--- src/rtl/gate_game_pkg.sv ---
// gate_game_pkg: shared state encoding, clog2 helper and LFSR defaults for the gate challenge.
package gate_game_pkg;
    typedef enum logic [2:0] {IDLE, PICK, PLAY, PENALTY, DONE} state_t;
    localparam logic [15:0] DEFAULT_SEED = 16'hACE1;
    localparam logic [15:0] DEFAULT_TAPS = 16'hB400;
    function automatic int clog2(input int n);
        int r;
        r = 0;
        while ((1 << r) < n) r++;
        return r;
    endfunction
endpackage

--- src/rtl/button_edge.sv ---
// button_edge: 2-flop synchroniser plus falling-edge detector; one pulse per press of an active-low key.
module button_edge (
    input  logic clk,
    input  logic resetn,
    input  logic key,
    output logic press
);
    logic s1, s2, s3;
    always_ff @(posedge clk or negedge resetn) begin
        if (!resetn) {s1, s2, s3} <= 3'b111;
        else         {s1, s2, s3} <= {key, s1, s2};
    end
    assign press = s3 & ~s2;
endmodule

--- src/rtl/gate_challenge_ctrl.sv ---
// gate_challenge_ctrl: round controller for the logic-gate game -- cursor, non-repeating random
// target pick, completion mask, elapsed timer and timed wrong-answer blankout.
module gate_challenge_ctrl
    import gate_game_pkg::*;
#(
    parameter int                NUM_GATES      = 9,
    parameter int                LFSR_W         = 16,
    parameter logic [LFSR_W-1:0] LFSR_SEED      = LFSR_W'(DEFAULT_SEED),
    parameter logic [LFSR_W-1:0] LFSR_TAPS      = LFSR_W'(DEFAULT_TAPS),
    parameter int                PENALTY_CYCLES = 50000000,
    parameter int                TIMER_W        = 32
) (
    input  logic                 clk,
    input  logic                 resetn,
    input  logic                 switch_key,
    input  logic                 confirm_key,
    output logic [NUM_GATES-1:0] selected_gate,
    output logic [NUM_GATES-1:0] target_gate,
    output logic [NUM_GATES-1:0] completed_gate,
    output logic                 timer_en,
    output logic [TIMER_W-1:0]   elapsed,
    output logic                 vga_blankout,
    output logic                 game_done,
    output logic [7:0]           error_count
);
    localparam int IDX_W = clog2(NUM_GATES);
    localparam int PEN_W = (clog2(PENALTY_CYCLES) > 0) ? clog2(PENALTY_CYCLES) : 1;
    localparam logic [IDX_W:0] NG = (IDX_W + 1)'(NUM_GATES);
    localparam logic [IDX_W-1:0] LAST_IDX = IDX_W'(NUM_GATES - 1);
    localparam logic [PEN_W-1:0] PEN_LOAD = PEN_W'(PENALTY_CYCLES - 1);

    state_t state, state_nxt;
    logic sw_p, cf_p;
    logic [LFSR_W-1:0] lfsr;
    logic [IDX_W-1:0] idx, idx_nxt, cur_idx, lfsr_idx;
    logic [IDX_W:0] raw_idx;
    logic first, first_nxt;
    logic [PEN_W-1:0] pen, pen_nxt;
    logic [NUM_GATES-1:0] sel_nxt, tgt_nxt, comp_nxt, pick_oh, hit_mask;
    logic timer_en_nxt, blank_nxt, done_nxt;
    logic [TIMER_W-1:0] elapsed_nxt;
    logic [7:0] err_nxt;

    button_edge u_switch (.clk(clk), .resetn(resetn), .key(switch_key), .press(sw_p));
    button_edge u_confirm (.clk(clk), .resetn(resetn), .key(confirm_key), .press(cf_p));

    // Fold the raw LFSR slice into range once; the probe then walks linearly so it ends within NUM_GATES cycles.
    assign raw_idx  = {1'b0, lfsr[IDX_W-1:0]};
    assign lfsr_idx = IDX_W'((raw_idx >= NG) ? raw_idx - NG : raw_idx);
    assign cur_idx  = first ? lfsr_idx : idx;
    assign pick_oh  = NUM_GATES'(1) << cur_idx;
    assign hit_mask = completed_gate | target_gate;

    always_comb begin
        state_nxt    = state;
        idx_nxt      = idx;
        first_nxt    = first;
        pen_nxt      = pen;
        sel_nxt      = selected_gate;
        tgt_nxt      = target_gate;
        comp_nxt     = completed_gate;
        timer_en_nxt = timer_en;
        blank_nxt    = vga_blankout;
        done_nxt     = game_done;
        err_nxt      = error_count;
        elapsed_nxt  = (timer_en && !(&elapsed)) ? elapsed + 1'b1 : elapsed;
        if (sw_p && (state == IDLE || state == PICK || state == PLAY))
            sel_nxt = {selected_gate[NUM_GATES-2:0], selected_gate[NUM_GATES-1]};
        case (state)
            IDLE: if (cf_p) begin
                state_nxt    = PICK;
                first_nxt    = 1'b1;
                timer_en_nxt = 1'b1;
                elapsed_nxt  = '0;
                err_nxt      = '0;
                comp_nxt     = '0;
            end
            PICK: begin
                first_nxt = 1'b0;
                if ((completed_gate & pick_oh) == '0) begin
                    tgt_nxt   = pick_oh;
                    state_nxt = PLAY;
                end else begin
                    idx_nxt = (cur_idx == LAST_IDX) ? '0 : cur_idx + 1'b1;
                end
            end
            PLAY: if (cf_p) begin
                if (selected_gate == target_gate) begin
                    comp_nxt = hit_mask;
                    tgt_nxt  = '0;
                    if (&hit_mask) begin
                        state_nxt    = DONE;
                        timer_en_nxt = 1'b0;
                        done_nxt     = 1'b1;
                    end else begin
                        state_nxt = PICK;
                        first_nxt = 1'b1;
                    end
                end else begin
                    err_nxt   = (error_count == 8'hFF) ? error_count : error_count + 8'd1;
                    blank_nxt = 1'b1;
                    pen_nxt   = PEN_LOAD;
                    state_nxt = PENALTY;
                end
            end
            PENALTY: begin
                pen_nxt = (pen == '0) ? pen : pen - 1'b1;
                if (pen == '0) begin
                    blank_nxt = 1'b0;
                    state_nxt = PLAY;
                end
            end
            DONE: if (cf_p) begin
                state_nxt = IDLE;
                done_nxt  = 1'b0;
                comp_nxt  = '0;
            end
            default: state_nxt = IDLE;
        endcase
    end

    always_ff @(posedge clk or negedge resetn) begin
        if (!resetn) begin
            state          <= IDLE;
            lfsr           <= LFSR_SEED;
            idx            <= '0;
            first          <= 1'b0;
            pen            <= '0;
            selected_gate  <= NUM_GATES'(1);
            target_gate    <= '0;
            completed_gate <= '0;
            timer_en       <= 1'b0;
            elapsed        <= '0;
            vga_blankout   <= 1'b0;
            game_done      <= 1'b0;
            error_count    <= '0;
        end else begin
            state          <= state_nxt;
            lfsr           <= lfsr[0] ? (lfsr >> 1) ^ LFSR_TAPS : lfsr >> 1;
            idx            <= idx_nxt;
            first          <= first_nxt;
            pen            <= pen_nxt;
            selected_gate  <= sel_nxt;
            target_gate    <= tgt_nxt;
            completed_gate <= comp_nxt;
            timer_en       <= timer_en_nxt;
            elapsed        <= elapsed_nxt;
            vga_blankout   <= blank_nxt;
            game_done      <= done_nxt;
            error_count    <= err_nxt;
        end
    end
endmodule

--- config.mk ---
export PLATFORM = sky130hd
export DESIGN_NAME = gate_challenge_ctrl
export DESIGN_NICKNAME = d
export VERILOG_FILES = /design/src/rtl/gate_game_pkg.sv /design/src/rtl/button_edge.sv /design/src/rtl/gate_challenge_ctrl.sv
export SDC_FILE = /design/constraint.sdc
export NUM_CORES = 1
export LEC_CHECK = 0
export ABC_AREA = 1
export ABC_CLOCK_PERIOD_IN_PS = 6200
export CELL_PAD_IN_SITES_DETAIL_PLACEMENT = 0
export CELL_PAD_IN_SITES_GLOBAL_PLACEMENT = 2
export CORE_MARGIN = 3
export CORE_UTILIZATION = 35
export DETAILED_ROUTE_END_ITERATION = 8
export GPL_TIMING_DRIVEN = 0
export PLACE_DENSITY = 0.89
export SETUP_SLACK_MARGIN = 0.02
export SLEW_MARGIN = 20
export SYNTH_ARGS = -nofsm -noshare
export SYNTH_HDL_FRONTEND = slang
export SYNTH_SLANG_ARGS = --single-unit
export TNS_END_PERCENT = 100
--- constraint.sdc ---
create_clock -name clk -period 6.2 [get_ports clk]
set_clock_uncertainty 0.1 [all_clocks]
set_input_delay 1.24 -clock clk [delete_from_list [all_inputs] [get_ports clk]]
set_output_delay 1.24 -clock clk [all_outputs]
set_load 0.1 [all_outputs]
# Word-level counts from Yosys, hierarchy flattened
# Index checks and enable logic that the tools add are counted.
# word_totals
latchBits	0
register_bits	126
output_inout_bits	70
wordCells	130
romBits	0
ram_bits	0
memories	0
# classes
n_bitwise	8
div_mod_pow	0
shifts	1
eq_ne	19
mul	0
order_cmp	1
n_addsub	5
muxes	50
n_reduce_logical	27
# ops
operator	count
$mux 32	3
$mux 26	3
$mux 9	6
$pmux 26 s2	1
$pmux 9 s2	2
$add 32x1->32 const B	1
$mux 8	4
$reduce_and 32->1	1
$logic_not 26->1	1
$sub 26x1->26 const B	1
$reduce_and 5->1	5
$mux 3	7
$mux 16	1
$ne 2x2->1 const B	8
$pmux 8 s2	1
$reduce_and 4->1	4
$pmux 3 s5	1
$mux 1	14
$mux 4	3
$reduce_bool 2->1	5
$and 9x9->9	1
$eq 9x9->1	1
$logic_not 9->1	1
$or 9x9->9	1
other kinds (24)	35

# Longest topological paths before layout
# depth
word_depth	8
ltp_mapped	20
mapped_depth_nobuf	19

# Hierarchy
# From an unflattened synthesis, not the netlist that was laid out.
# unflattened
cells_unflattened	872
hier_area_um2	6855.3
# modules_own_cells
mod	area_each_um2	cells_per_inst	n_inst
gate_challenge_ctrl	6677.7	862	1
button_edge	88.8	5	2

# Worst setup path after synthesis
# OpenSTA, ideal clock, no wires.
# synth_path
path_kind	register to register
from	register lfsr[0]
to	register state[0]
synth_period_minus_slack_ns	2.744
stages_incl_launch_ff	21
arrival_ns	2.527
n_path_buf	2
path_slack_ns	3.456
path_cell_list	dfstp_2 -> buf_2 -> inv_1 -> ha_1 -> nand3_2 -> nand2_2 -> nand2_1 -> nand2_1 -> nand2_1 -> nand2_2 -> ha_1 -> ha_1 -> inv_1 -> nor3_1 -> a21oi_1 -> nand3_2 -> nand2_4 -> buf_6 -> nand2_1 -> nand2_1 -> nand2_1
# synth_via
elab_chain_cells	8
word_cells_on_any_way	9
# synth_lines
item	line	source
from (decl)	gate_challenge_ctrl.sv:34	logic [LFSR_W-1:0] lfsr;
from (signal assigned)	gate_challenge_ctrl.sv:139	lfsr <= lfsr[0] ? (lfsr >> 1) ^ LFSR_TAPS : lfsr >> 1;
$sub 4x4->4 / $ge 4x4->1 (equally long branches)	gate_challenge_ctrl.sv:49	assign lfsr_idx = IDX_W'((raw_idx >= NG) ? raw_idx - NG : raw_idx);
$mux 4 (*)	gate_challenge_ctrl.sv:49	
$mux 4 (*)	gate_challenge_ctrl.sv:50	assign cur_idx = first ? lfsr_idx : idx;
$shl 1x4->9 (*)	gate_challenge_ctrl.sv:51	assign pick_oh = NUM_GATES'(1) << cur_idx;
$and 9x9->9 (*)	gate_challenge_ctrl.sv:80	if ((completed_gate & pick_oh) == '0) begin
$logic_not 9->1 (*)	gate_challenge_ctrl.sv:80	
$ne 2x1->1 (no source line) (*)	--	
$reduce_and 5->1 (no source line) (*)	--	
to (signal assigned)	gate_challenge_ctrl.sv:138	state <= state_nxt;
to (decl)	gate_challenge_ctrl.sv:32	state_t state, state_nxt;
# Mark *: on every way between the ends. The rest lies on a longest branch, timed or not.
# A chain may end at the register's enable or synchronous reset.

# Final worst setup path
# layout_path
from	register selected_gate[0]
to	output port selected_gate[0]
# layout_lines
item	line	source
from (decl)	gate_challenge_ctrl.sv:17	output logic [NUM_GATES-1:0] selected_gate,
from (signal assigned)	gate_challenge_ctrl.sv:143	selected_gate <= sel_nxt;
# No word-level cell between the ends.

==> impl_summary.txt <==
----------------------------------------------------
[STA]
  Fmax ... 0.2879 GHz
  Final cycle utilization of the critical path ... 56.02%
  Hold violation total from the final report ... 0
  Final-layout worst hold slack ... 246.9 ps
  Transition at the pin with the smallest max-transition slack ... 984.7 ps
  RSZ-0062 raised after global routing ... false
  Fin. max-slew vios ... 0
  Slew HR ... 34.14%
  Final Critical Period ... 3473 ps
  Endpoints failing setup ... 0

[Logic synthesis]
  Fraction of synthesized cell area in xor and xnor cells ... 5.985%
  Complex-gate fraction of the synthesized area ... 9.458%
  Area share of the largest cell type after synthesis ... 39.54%
  Number of enable flip-flop cells after synthesis ... 0
  Portion of netlist area occupied by mux cells ... 0.1603%
  Proportion of synthesized chip area in sequential cells ... 45.15%
  Cell taking the most area after synthesis ... sky130_fd_sc_hd__dfrtp_1
  Post-synth top cells ... 185 x sky130_fd_sc_hd__nand2_1, 122 x sky130_fd_sc_hd__nor2_1, 111 x sky130_fd_sc_hd__dfrtp_1
  Combinational family with the most area after synthesis ... simple AND/OR/NAND/NOR gates
  Count of state elements after synthesis ... 126
  Leading post-synthesis cells by cell area ... sky130_fd_sc_hd__dfrtp_1 40%, sky130_fd_sc_hd__nand2_1 9.9%, sky130_fd_sc_hd__nor2_1 6.5%
  Synth Cell Area ... 7024 um^2
  Share of synthesized cell area in full adder, half adder and majority cells ... 1.247%
  Avg Cell Area, Syn ... 8.019 um^2
  Post-Syn Instances ... 876
  Distinct cell type count of the synthesized netlist ... 50
  Net count after synthesis ... 887
  Number of warnings reported in the yosys synthesis log ... 0
  Simple-Gate Fraction of Synth Area ... 30.62%
  Fraction of registers with async set or reset after synthesis ... 100.0%
  Prevailing post-synth register cell ... sky130_fd_sc_hd__dfrtp_1
  Most frequent cell after synthesis ... sky130_fd_sc_hd__nand2_1

[Finish]
  Number of antenna repair diodes ... 0
  Final net count ... 980
  Layout filler cell count ... 1992
  Fraction of final layout cells with drive strength greater than 1 ... 13.03%
  Multi-input logic area ... 3334 um^2
  Area delta synth->final ... 24.55%
  Area taken by flip-flops and latches ... 3172 um^2
  Final core area utilization ... 44.66%
  Final Non-Filler Cells ... 1247

[Worst setup path]
  Type of the worst setup path ... flop to output pin
  Critical path's largest stage delay ... 1140 ps
  Buffer and inverter count on the worst path ... 1
  Kind of end point of the critical path ... output pin
  Crit path required time ... 4860 ps
  Sort of element at the start of the critical path ... flop
  CP delay by family, top ... buffers and inverters
  Arrival time worst endpoint ... 2130 ps
  Cell type of the slowest stage on the worst timing path ... sky130_fd_sc_hd__clkdlybuf4s50_1
  Cell-by-cell listing of the critical path ... clkdlybuf4s50_1
  Critical path fanouts, max ... 4

[Power]
  Power spent charging and discharging nets ... 0.002280 W
  Proportion of total power due to net switching ... 49.27%
  Total power draw ... 0.004629 W
  Combinational share of power ... 49.3%
  Part of the power in the clock network ... 23.2%
  Internal power component ... 0.002348 W
  Leakage power summed over all cells ... 3.907 nW
  Sequential share of power ... 27.4%
  Peak supply drop ... 0.4897 mV
  Total power per unit cell area ... 529.1 nW/um^2

[Die]
  Die boundary width ... 147.7 um
  Vertical die dimension ... 147.7 um
  I/O pins ... 74
  Initial standard-cell utilization of the core ... 35.86%
  Row cnt ... 51
  Die outline area ... 21810 um^2
  Placeable core area ... 19590 um^2

[Global routing]
  Largest net degree at the start of global routing ... 71
  Number of global-route vias before repair ... 5825
  Total Routing Usage GR ... 17.85%
  Antenna violations before repair ... 0
  First-pass GRT wire length ... 31210 um
  Overall overflow remaining after global route ... 0

[Job]
  Max-capacitance violation count ... 0

[Clock tree]
  Clock Latency Late Sink ... 420 ps
  Level count of the clock H-tree ... 4
  Post-CTS resize count ... 0
  Clock slew seen by the registers of the worst setup and hold paths ... 60 ps
  Sink count of the clock tree ... 126
  Root buf cell ... sky130_fd_sc_hd__clkbuf_16
  Clock buffers created by TritonCTS ... 17
  Max Buffers Root-to-Sink ... 2
  Post-CTS setup buffer count ... 0
  CTS tree ... done
  Total of hold buffers inserted after clock tree synthesis ... 0

[Detailed routing]
  Starting DRT DRC Count ... 310
  Total DRC errors in the routed layout ... 0
  Routed vias/inst ... 4.770
  Final wirelength ... 18710 um
  Total via count in the routed design ... 5948
  Final routed wire length divided by cell count ... 15.00 um
  Number of antenna-violating nets in the routed design ... 0
  Drt pass-1 iters ... 5

[Outcome]
  Run status ... finished clean

[Placed design]
  Number of port buffers ... 73
  Number of placed instances with taps included ... 1215
  GP Congestion ... 0.8608
  HPWL after DPL ... 13750 um

[Min path]
  Worst min-delay path class ... flop to flop

----------------------------------------------------
[layout by cell type, fill, tap and decap left out, drive strengths merged]
cell type	netlist	routed
o21a	4	4
a22oi	2	2
clkbuf	5	31
nand3b	1	1
o21ai	58	58
dfstp	15	15
and3	2	2
xnor2	15	15
clkinv	0	2
a211oi	6	6
inv	100	100
o31ai	1	1
nand3	65	65
a221oi	1	1
dfrtp	111	111
o211ai	1	1
buf	15	17
a2bb2oi	1	1
nor3	29	29
xor2	33	33
a21oi	26	26
a31oi	3	3
o41ai	4	4
mux2	1	1
or2	5	5
clkdlybuf4s50	0	72
nand4	18	18
nand2	201	201
ha	7	7
bufinv	0	4
nor2	134	134
o21bai	1	1
nor4	11	11
[logic make-up (layout without fill, tap and decap cells)]
logic type	count (synthesis)	in the layout
adders and majority gates	7	7
buffers and inverters	120	226
DFF	126	126
muxes	1	1
and+or+nand+nor	466	466
xor gates and xnor gates	48	48
AOI/OAI and AO/OA	108	108
[sequential cells by signal, summed over array words and instances (netlist names), 3 cells and up]
name            cells
completed_gate      9
elapsed            32
error_count         8
idx                 4
lfsr               16
pen                26
selected_gate       9
state               3
target_gate         9
[power by group through the flow]
stage                     registers [W]  logic, W  clock network, W
after floorplan                 0.00200  0.000991                 0
after global placement          0.00128   0.00228                 0
after detailed placement        0.00128   0.00229                 0
after CTS                       0.00127   0.00230           0.00110
after global routing            0.00130   0.00248           0.00114
final                           0.00127   0.00228           0.00108
[routing by layer]
layer	GRT usage, %	part of all wire (%)	vias to the layer above
li1	-	-	3048
met1	25.82	50	2765
met2	27.21	45	121
met3	3.495	4.0	14
met4	5.359	1.1	0
met5	0	0	-
[cell type report]
cell class | instances | area share, %
Buffer | 20 | 1.602
Clock buffer | 26 | 5.707
Timing Repair Buffer | 74 | 8.724
Clock inverter | 6 | 1.487
Multi-Input combinational cell | 630 | 38.12
Inverter | 100 | 4.319
Tap cell | 265 | 3.790
Sequential cell | 126 | 36.26
[through the flow]
stage / area [um^2] / TNS [ps] / setup WS (ps)
4_1_cts: 8748 / 0 / 2704
3_5_place_dp: 8119 / 0 / 3116
3_3_place_gp: 8087 / -160110 / -1459
6_report: 8748 / 0 / 2727
2_1_floorplan: 7024 / 0 / 3456
5_1_grt: 8748 / 0 / 2684
[final timing paths]
check                           slack, ps              from                to  cells after the start
worst max-delay path                 2730  selected_gate[0]  selected_gate[0]                      1
worst min-delay path                  250           lfsr[9]           lfsr[8]                      0
worst max register to register       3130           lfsr[0]          state[1]                     20
worst min register to register        250           lfsr[9]           lfsr[8]                      0
max in group asynchronous            4600            resetn       u_switch.s1                      2
min in group asynchronous             660            resetn          lfsr[12]                      1
Note: power is estimated with default switching activity, not from simulation.
